[config.mk]
export PLATFORM = sky130hd
export DESIGN_NAME = alu_dispatch
export DESIGN_NICKNAME = d
export VERILOG_FILES = /design/src/rtl/alu_dispatch.sv
export SDC_FILE = /design/constraint.sdc
export NUM_CORES = 1
export LEC_CHECK = 0
export CAP_MARGIN = 20
export CORE_UTILIZATION = 47
export DETAILED_ROUTE_END_ITERATION = 10
export PLACE_DENSITY = 0.81
export SLEW_MARGIN = 20
export SYNTH_ARGS = -nofsm -noshare
export SYNTH_HDL_FRONTEND = slang
export SYNTH_SLANG_ARGS = --single-unit
[constraint.sdc]
create_clock -name clock -period 3.5 [get_ports clock]
set_input_delay 0.7 -clock clock [delete_from_list [all_inputs] [get_ports clock]]
set_output_delay 0.7 -clock clock [all_outputs]
set_load 0.01 [all_outputs]
[src/rtl/alu_dispatch.sv]
// ALU dispatcher: decodes funct7 against a per-unit match table, issues a one-hot
// select plus start pulse, and tracks multi-cycle units until done or watchdog expiry.

// Per-unit table slice: one comparator per ALU unit.
module alu_dispatch_lane #(
    parameter logic [6:0] ENTRY = 7'h00
) (
    input  logic [6:0] funct7,
    output logic       match
);
    assign match = (funct7 == ENTRY);
endmodule

module alu_dispatch #(
    parameter int                     NUM_UNITS       = 3,
    parameter logic [7*NUM_UNITS-1:0] FUNCT7_TABLE    = {7'h01, 7'h20, 7'h00},
    parameter logic [NUM_UNITS-1:0]   MULTICYCLE_MASK = 3'b100,
    parameter int                     TIMEOUT         = 64
) (
    input  logic                 clock,
    input  logic                 reset_n,
    input  logic                 enable,
    input  logic                 in_valid,
    output logic                 in_ready,
    input  logic [6:0]           funct7,
    output logic [NUM_UNITS-1:0] unit_sel,
    output logic [NUM_UNITS-1:0] unit_start,
    input  logic [NUM_UNITS-1:0] unit_done,
    output logic                 result_valid,
    output logic                 illegal,
    output logic                 timeout,
    output logic                 busy
);
    localparam int CW = (TIMEOUT > 0) ? $clog2(TIMEOUT + 1) : 1;
    localparam logic [CW-1:0] CNT_LAST = (TIMEOUT > 0) ? CW'(TIMEOUT - 1) : '0;
    localparam logic [CW-1:0] CNT_MAX  = {CW{1'b1}};

    typedef enum logic {S_IDLE, S_WAIT} state_t;

    state_t               state;
    logic [CW-1:0]        count;
    logic [NUM_UNITS-1:0] match;
    logic [NUM_UNITS-1:0] dec_oh;
    logic                 hit;
    logic                 dec_multi;
    logic                 done_sel;

    for (genvar i = 0; i < NUM_UNITS; i++) begin : g_lane
        alu_dispatch_lane #(.ENTRY(FUNCT7_TABLE[7*i +: 7])) u_lane (
            .funct7 (funct7),
            .match  (match[i])
        );
    end

    // Isolating the lowest set bit gives lowest-index-wins priority.
    assign dec_oh    = match & (~match + NUM_UNITS'(1));
    assign hit       = |match;
    assign dec_multi = |(dec_oh & MULTICYCLE_MASK);
    assign done_sel  = |(unit_done & unit_sel);

    assign in_ready = enable && (state == S_IDLE);
    assign busy     = (state == S_WAIT);

    always_ff @(posedge clock or negedge reset_n) begin
        if (!reset_n) begin
            state        <= S_IDLE;
            count        <= '0;
            unit_sel     <= '0;
            unit_start   <= '0;
            result_valid <= 1'b0;
            illegal      <= 1'b0;
            timeout      <= 1'b0;
        end else begin
            // Pulses last one cycle; a stalled cycle holds state but emits nothing.
            unit_start   <= '0;
            result_valid <= 1'b0;
            illegal      <= 1'b0;
            timeout      <= 1'b0;
            if (enable) begin
                case (state)
                    S_IDLE: begin
                        if (in_valid) begin
                            if (!hit) begin
                                illegal  <= 1'b1;
                                unit_sel <= '0;
                            end else begin
                                unit_sel   <= dec_oh;
                                unit_start <= dec_oh;
                                if (dec_multi) begin
                                    state <= S_WAIT;
                                    count <= '0;
                                end else begin
                                    result_valid <= 1'b1;
                                end
                            end
                        end
                    end
                    S_WAIT: begin
                        // Done is checked first so it wins over a coincident expiry.
                        if (done_sel) begin
                            result_valid <= 1'b1;
                            state        <= S_IDLE;
                        end else if (TIMEOUT > 0 && count == CNT_LAST) begin
                            timeout  <= 1'b1;
                            unit_sel <= '0;
                            state    <= S_IDLE;
                        end else if (count != CNT_MAX) begin
                            count <= count + CW'(1);
                        end
                    end
                    default: state <= S_IDLE;
                endcase
            end
        end
    end
endmodule

== After elaboration in Yosys (flattened, before gate mapping) ==
Cells that the tools add are included.
Word-level totals
  bits in registers: 17
  input bits: 14
  output and inout port bits: 11
  logic and storage cells: 65
Operators by class
  add/subtract/negate cells: 2
  equal/unequal tests: 11
  muxes and demuxes: 35
  bitwise logic cells: 4
  reductions and logical operators: 6
Operator list (number)
  2-to-1 mux 7 bit: 6
  2-to-1 mux 3 bit: 7
  2-to-1 mux 1 bit: 18
  equality test 7 x 6 -> 1 bit, second input constant: 2
  one-hot mux 7 bit (2 select lines): 1
  != test 2 bit, second input constant: 5
  adder 7 x 1 -> 7 bit, second input constant: 1
  equality test 7 x 1 -> 1 bit, second input constant: 1
  logical NOT 7 bit: 1
  != test 7 bit, second input constant: 1
  AND reduction 7 bit: 1
  AND 3 bit: 2
  one-hot mux 3 bit (2 select lines): 1
  OR reduction 3 bit: 2
  != test 2 x 1 -> 1 bit, second input constant: 2
  one-hot mux 1 bit (2 select lines): 2
  AND reduction 4 bit: 1
  adder 3 x 1 -> 3 bit, second input constant: 1
  NOT 3 bit: 1
  logical AND 1 bit: 1
  NOT 1 bit: 1

== Depth between registers and ports, before layout ==
  depth after elaboration: 9
  gate-level depth with buffers: 5
  depth with buffers taken out: 5

== By module ==
Synthesis repeated with hierarchy kept, for this count alone.
Unflattened totals
  cell total of the unflattened synthesis: 76
  area, all modules: 802.0 um^2
By module, submodules not included
  alu_dispatch: times used 1, cells an instance 69, area each 743.2 um^2, sequential area each 425.4 um^2
  alu_dispatch_lane (g_lane[1].u_lane): times used 1, cells an instance 2, area each 22.5 um^2, sequential area each 0.0 um^2
  alu_dispatch_lane (g_lane[0].u_lane): times used 1, cells an instance 2, area each 20.0 um^2, sequential area each 0.0 um^2
  alu_dispatch_lane (g_lane[2].u_lane): times used 1, cells an instance 3, area each 16.3 um^2, sequential area each 0.0 um^2

== Worst setup path after synthesis ==
OpenSTA, ideal clock, no wires.
  kind: input -> register
  from: input unit_done[0]
  to: register count[3]
  library setup time: 0.079 ns
  arrival: 1.984 ns
  required time: 3.421 ns
  setup slack: 1.437 ns
  stages on the path: 4
  buffers on the path: 0
  path through: a222oi_1 > o211a_4 > mux2_1 > mux2i_1
On the way
  longest elaborated chain between the ends: 4
RTL lines
  start: declaration: line 28  | input logic [NUM_UNITS-1:0] unit_done,
  AND 3 bit: line 59  | assign done_sel = |(unit_done & unit_sel);
  OR reduction 3 bit: line 59
  != test 2 bit (no line)
  AND reduction 7 bit (no line)
  end signal: assignment: line 108  | count <= count + CW'(1);
  end: declaration: line 41  | logic [CW-1:0] count;
No other way between the ends.
A chain may end at the register's enable or synchronous reset.

== Worst setup path after layout ==
  from: input enable
  to: output in_ready
On the way
  longest elaborated chain between the ends: 1
RTL lines
  start: declaration: line 22  | input logic enable,
  logical AND 1 bit: line 61  | assign in_ready = enable && (state == S_IDLE);
  end: declaration: line 24  | output logic in_ready,
No other way between the ends.

==> flow_summary.yaml <==
status:
  outcome: "finished clean"
floorplanning:
  die_h_um: 43.0
  initial_core_util_pct: 51.3
  core_sq_um: 1540
  io_pins: 25
  row_count: 14
  dieArea_sq_um: 1850
  die_x_um: 43.0
worst_setup_path:
  crit_required_ns: 2.80
  crit-reg2reg-capture: "count[5]"
  worstSetupStartpoint: "enable"
  r2r_slack_ns: 1.83
  r2r-start: "busy"
  ff2ff_path_depth: 4
  worstPathArrival_ns: 1.93
  start_kind: "input port"
  path_max_fanout: 5
  worstSetupEndpointType: "output pin"
  worstSetupPathType: "input port to output pin"
  cp-endpoint: "in_ready"
global_routing:
  grt_overflow_total: 0
  antenna_found_initial: 0
  grt_start_max_net_pins: 18
  grt_pass1_vias: 605
  grt_pass1_wl_um: 2530
  track_usage_pct: 18.8
routing:
  routedWlPerCell_um: 13.3
  ant_nets: 0
  initialDrtViolationCount: 15
  routed_wl_um: 1510
  drc: 0
  firstDrtPassIters: 4
  vias: 633
  via_per_inst: 5.55
clocking:
  cts_setup_buffers: 0
  clock_latency_ns: 0.29
  cts_sinks: 17
  cts_root_buf: "clkbuf_4"
  cts_tree: "yes"
  postCtsHoldBufs: 0
  cts_inserted_buffers: 3
  clk_pin_slew_ns: 0.10
  clk_path_buf_depth: 2
  cts_htree_levels: 1
  post_cts_resized: 0
synthesis:
  ys_seq_area_share_pct: 53.8
  mappedNetlistArea_sq_um: 791
  synth_nets: 85
  avgSynthCellArea_sq_um: 11.3
  ys_warn_count: 0
  ys_ff_latch: 17
  ys_types: 32
  netlist_instances: 70
finish:
  final_cell_mix: "clkdlybuf4s50_1, dfrtp_1, nand2_1"
  final_common_cell: "clkdlybuf4s50_1"
  fin_nets: 114
  syn_to_final_growth_pct: 36.4
  insertedDiodeCount: 0
  drive_gt1_share_pct: 8.16
  fillerInstances: 128
  final_cells: 114
timing:
  setup_violations: 0
  hold_viol_final: 0
  fin_ws_ns: 0.866
  drv_slew: 0
  timing.final.crit_share_pct: 75.3
  worst_hold_slack_ns: 0.520
  min_period_ns: 2.63
  finClkSkew_ns: 0.000638
  timing.setup.tns_ns: 0
  max_freq_ghz: 0.380
  worst_slew_pin_slew_ns: 0.707
  slew_headroom_pct: 52.7
  rsz0062_at_grt: "false"
power:
  power.density_nw_per_um2: 411
  vdd_drop_max_uv: 258
  p_seq_share_pct: 56.3
  p_sw_mw: 0.124
  total_power_mw: 0.443
  swShare_pct: 28.0
  p_leak_nw: 0.535
  comb_power_share_pct: 20.0
  p_int_mw: 0.319
  p_clk_share_pct: 23.7
place:
  pre_cts_slack_ns: 0.863
  dp_hpwl_um: 1200
  place_inst: 110
  place.gp.congestion: 0.826
  io_buffers: 24
flow_run:
  drv_cap: 0
worst_hold_path:
  hp-class: "flip-flop to flip-flop"
==> cell families (layout without fill, tap and decap cells) <==
| family | after synthesis | in the layout | share of synthesized area (%) |
|---|---|---|---|
| AO/OA/AOI/OAI | 16 | 16 | 15.5 |
| XOR/XNOR | 1 | 1 | 1.11 |
| adder cells (fa/ha/maj) | 1 | 1 | 1.58 |
| buffers and inverters | 4 | 32 | 2.37 |
| flip-flops | 17 | 17 | 53.8 |
| multiplexers | 3 | 3 | 4.11 |
| AND/OR/NAND/NOR | 28 | 28 | 21.5 |
==> synthesized netlist by cell type, drive strengths merged <==
cell    instances  area (sq um)
nand2b          2          12.5
a21o            4          30.0
a211o           1          8.76
nand2           5          18.8
and3b           1          8.76
nor3            2          10.0
a31oi           1          6.26
mux2i           1          10.0
nor2b           3          18.8
nand3b          1          7.51
and2            1          6.26
and3            3          18.8
nor4            1          6.26
inv             3          11.3
o211a           1          17.5
and4b           2          20.0
dfrtp          17           425
ha              1          12.5
a21oi           2          10.0
clkbuf          1          7.51
a22o            2          17.5
nand3           2          10.0
xnor2           1          8.76
nor2            4          22.5
mux2            2          22.5
or4b            1          10.0
o21ai           3          15.0
a222oi          1          10.0
o211ai          1          7.51
==> critical path, cell delays in order <==
cell             delay, ns
clkdlybuf4s50_1       0.54
inv_1                 0.07
nor2_1                0.08
clkdlybuf4s50_1       0.54
==> per-stage QoR <==
step	area, sq um	util (%)
after floorplan	791	-
after global placement	1050	68.2
after detailed placement	1050	68.2
after CTS	1080	70.0
after global routing	1080	70.0
final	1080	70.0
==> registers in the layout, summed over array words and instances, names as in the netlist <==
register,cells
result_valid,1
count,7
busy,1
unit_start,3
unit_sel,3
timeout,1
illegal,1
==> final cells by class <==
type | instances | area [sq um] | share of cell area, %
Inverter | 3 | 11.3 | 1.04
Clock inverter | 1 | 5.00 | 0.464
Sequential cell | 17 | 425 | 39.4
Multi-Input combinational cell | 49 | 347 | 32.1
Tap cell | 16 | 20.0 | 1.86
Timing Repair Buffer | 25 | 248 | 23.0
Clock buffer | 3 | 22.5 | 2.09
==> power groups by stage <==
stage / Combinational, mW / Sequential [mW] / Clock (mW)
2_1_floorplan: 0.0586 / 0.246 / 0
3_3_place_gp: 0.0870 / 0.251 / 0
3_5_place_dp: 0.0898 / 0.251 / 0
4_1_cts: 0.0895 / 0.248 / 0.110
5_1_grt: 0.0996 / 0.253 / 0.118
6_report: 0.0886 / 0.249 / 0.105
==> worst min-delay path by stage <==
stage | start | end | slack (ns) | depth (start not counted)
global route | count[6] | count[6] | 0.55 | 1
global placement | count[3] | count[3] | 0.49 | 1
CTS | count[3] | count[3] | 0.52 | 1
detailed placement | count[3] | count[3] | 0.50 | 1
floorplan | reset_n | busy | 0.40 | 0
finish | count[3] | count[3] | 0.52 | 1
==> metal layers <==
metal	global-route usage, %	part of all wire [%]	up-vias
met4	5.45	0.59	0
met1	23.8	46	299
met5	0	0	-
li1	-	-	315
met2	29.7	49	17
met3	7.66	3.8	2
Power figures use the tool's default switching activity.
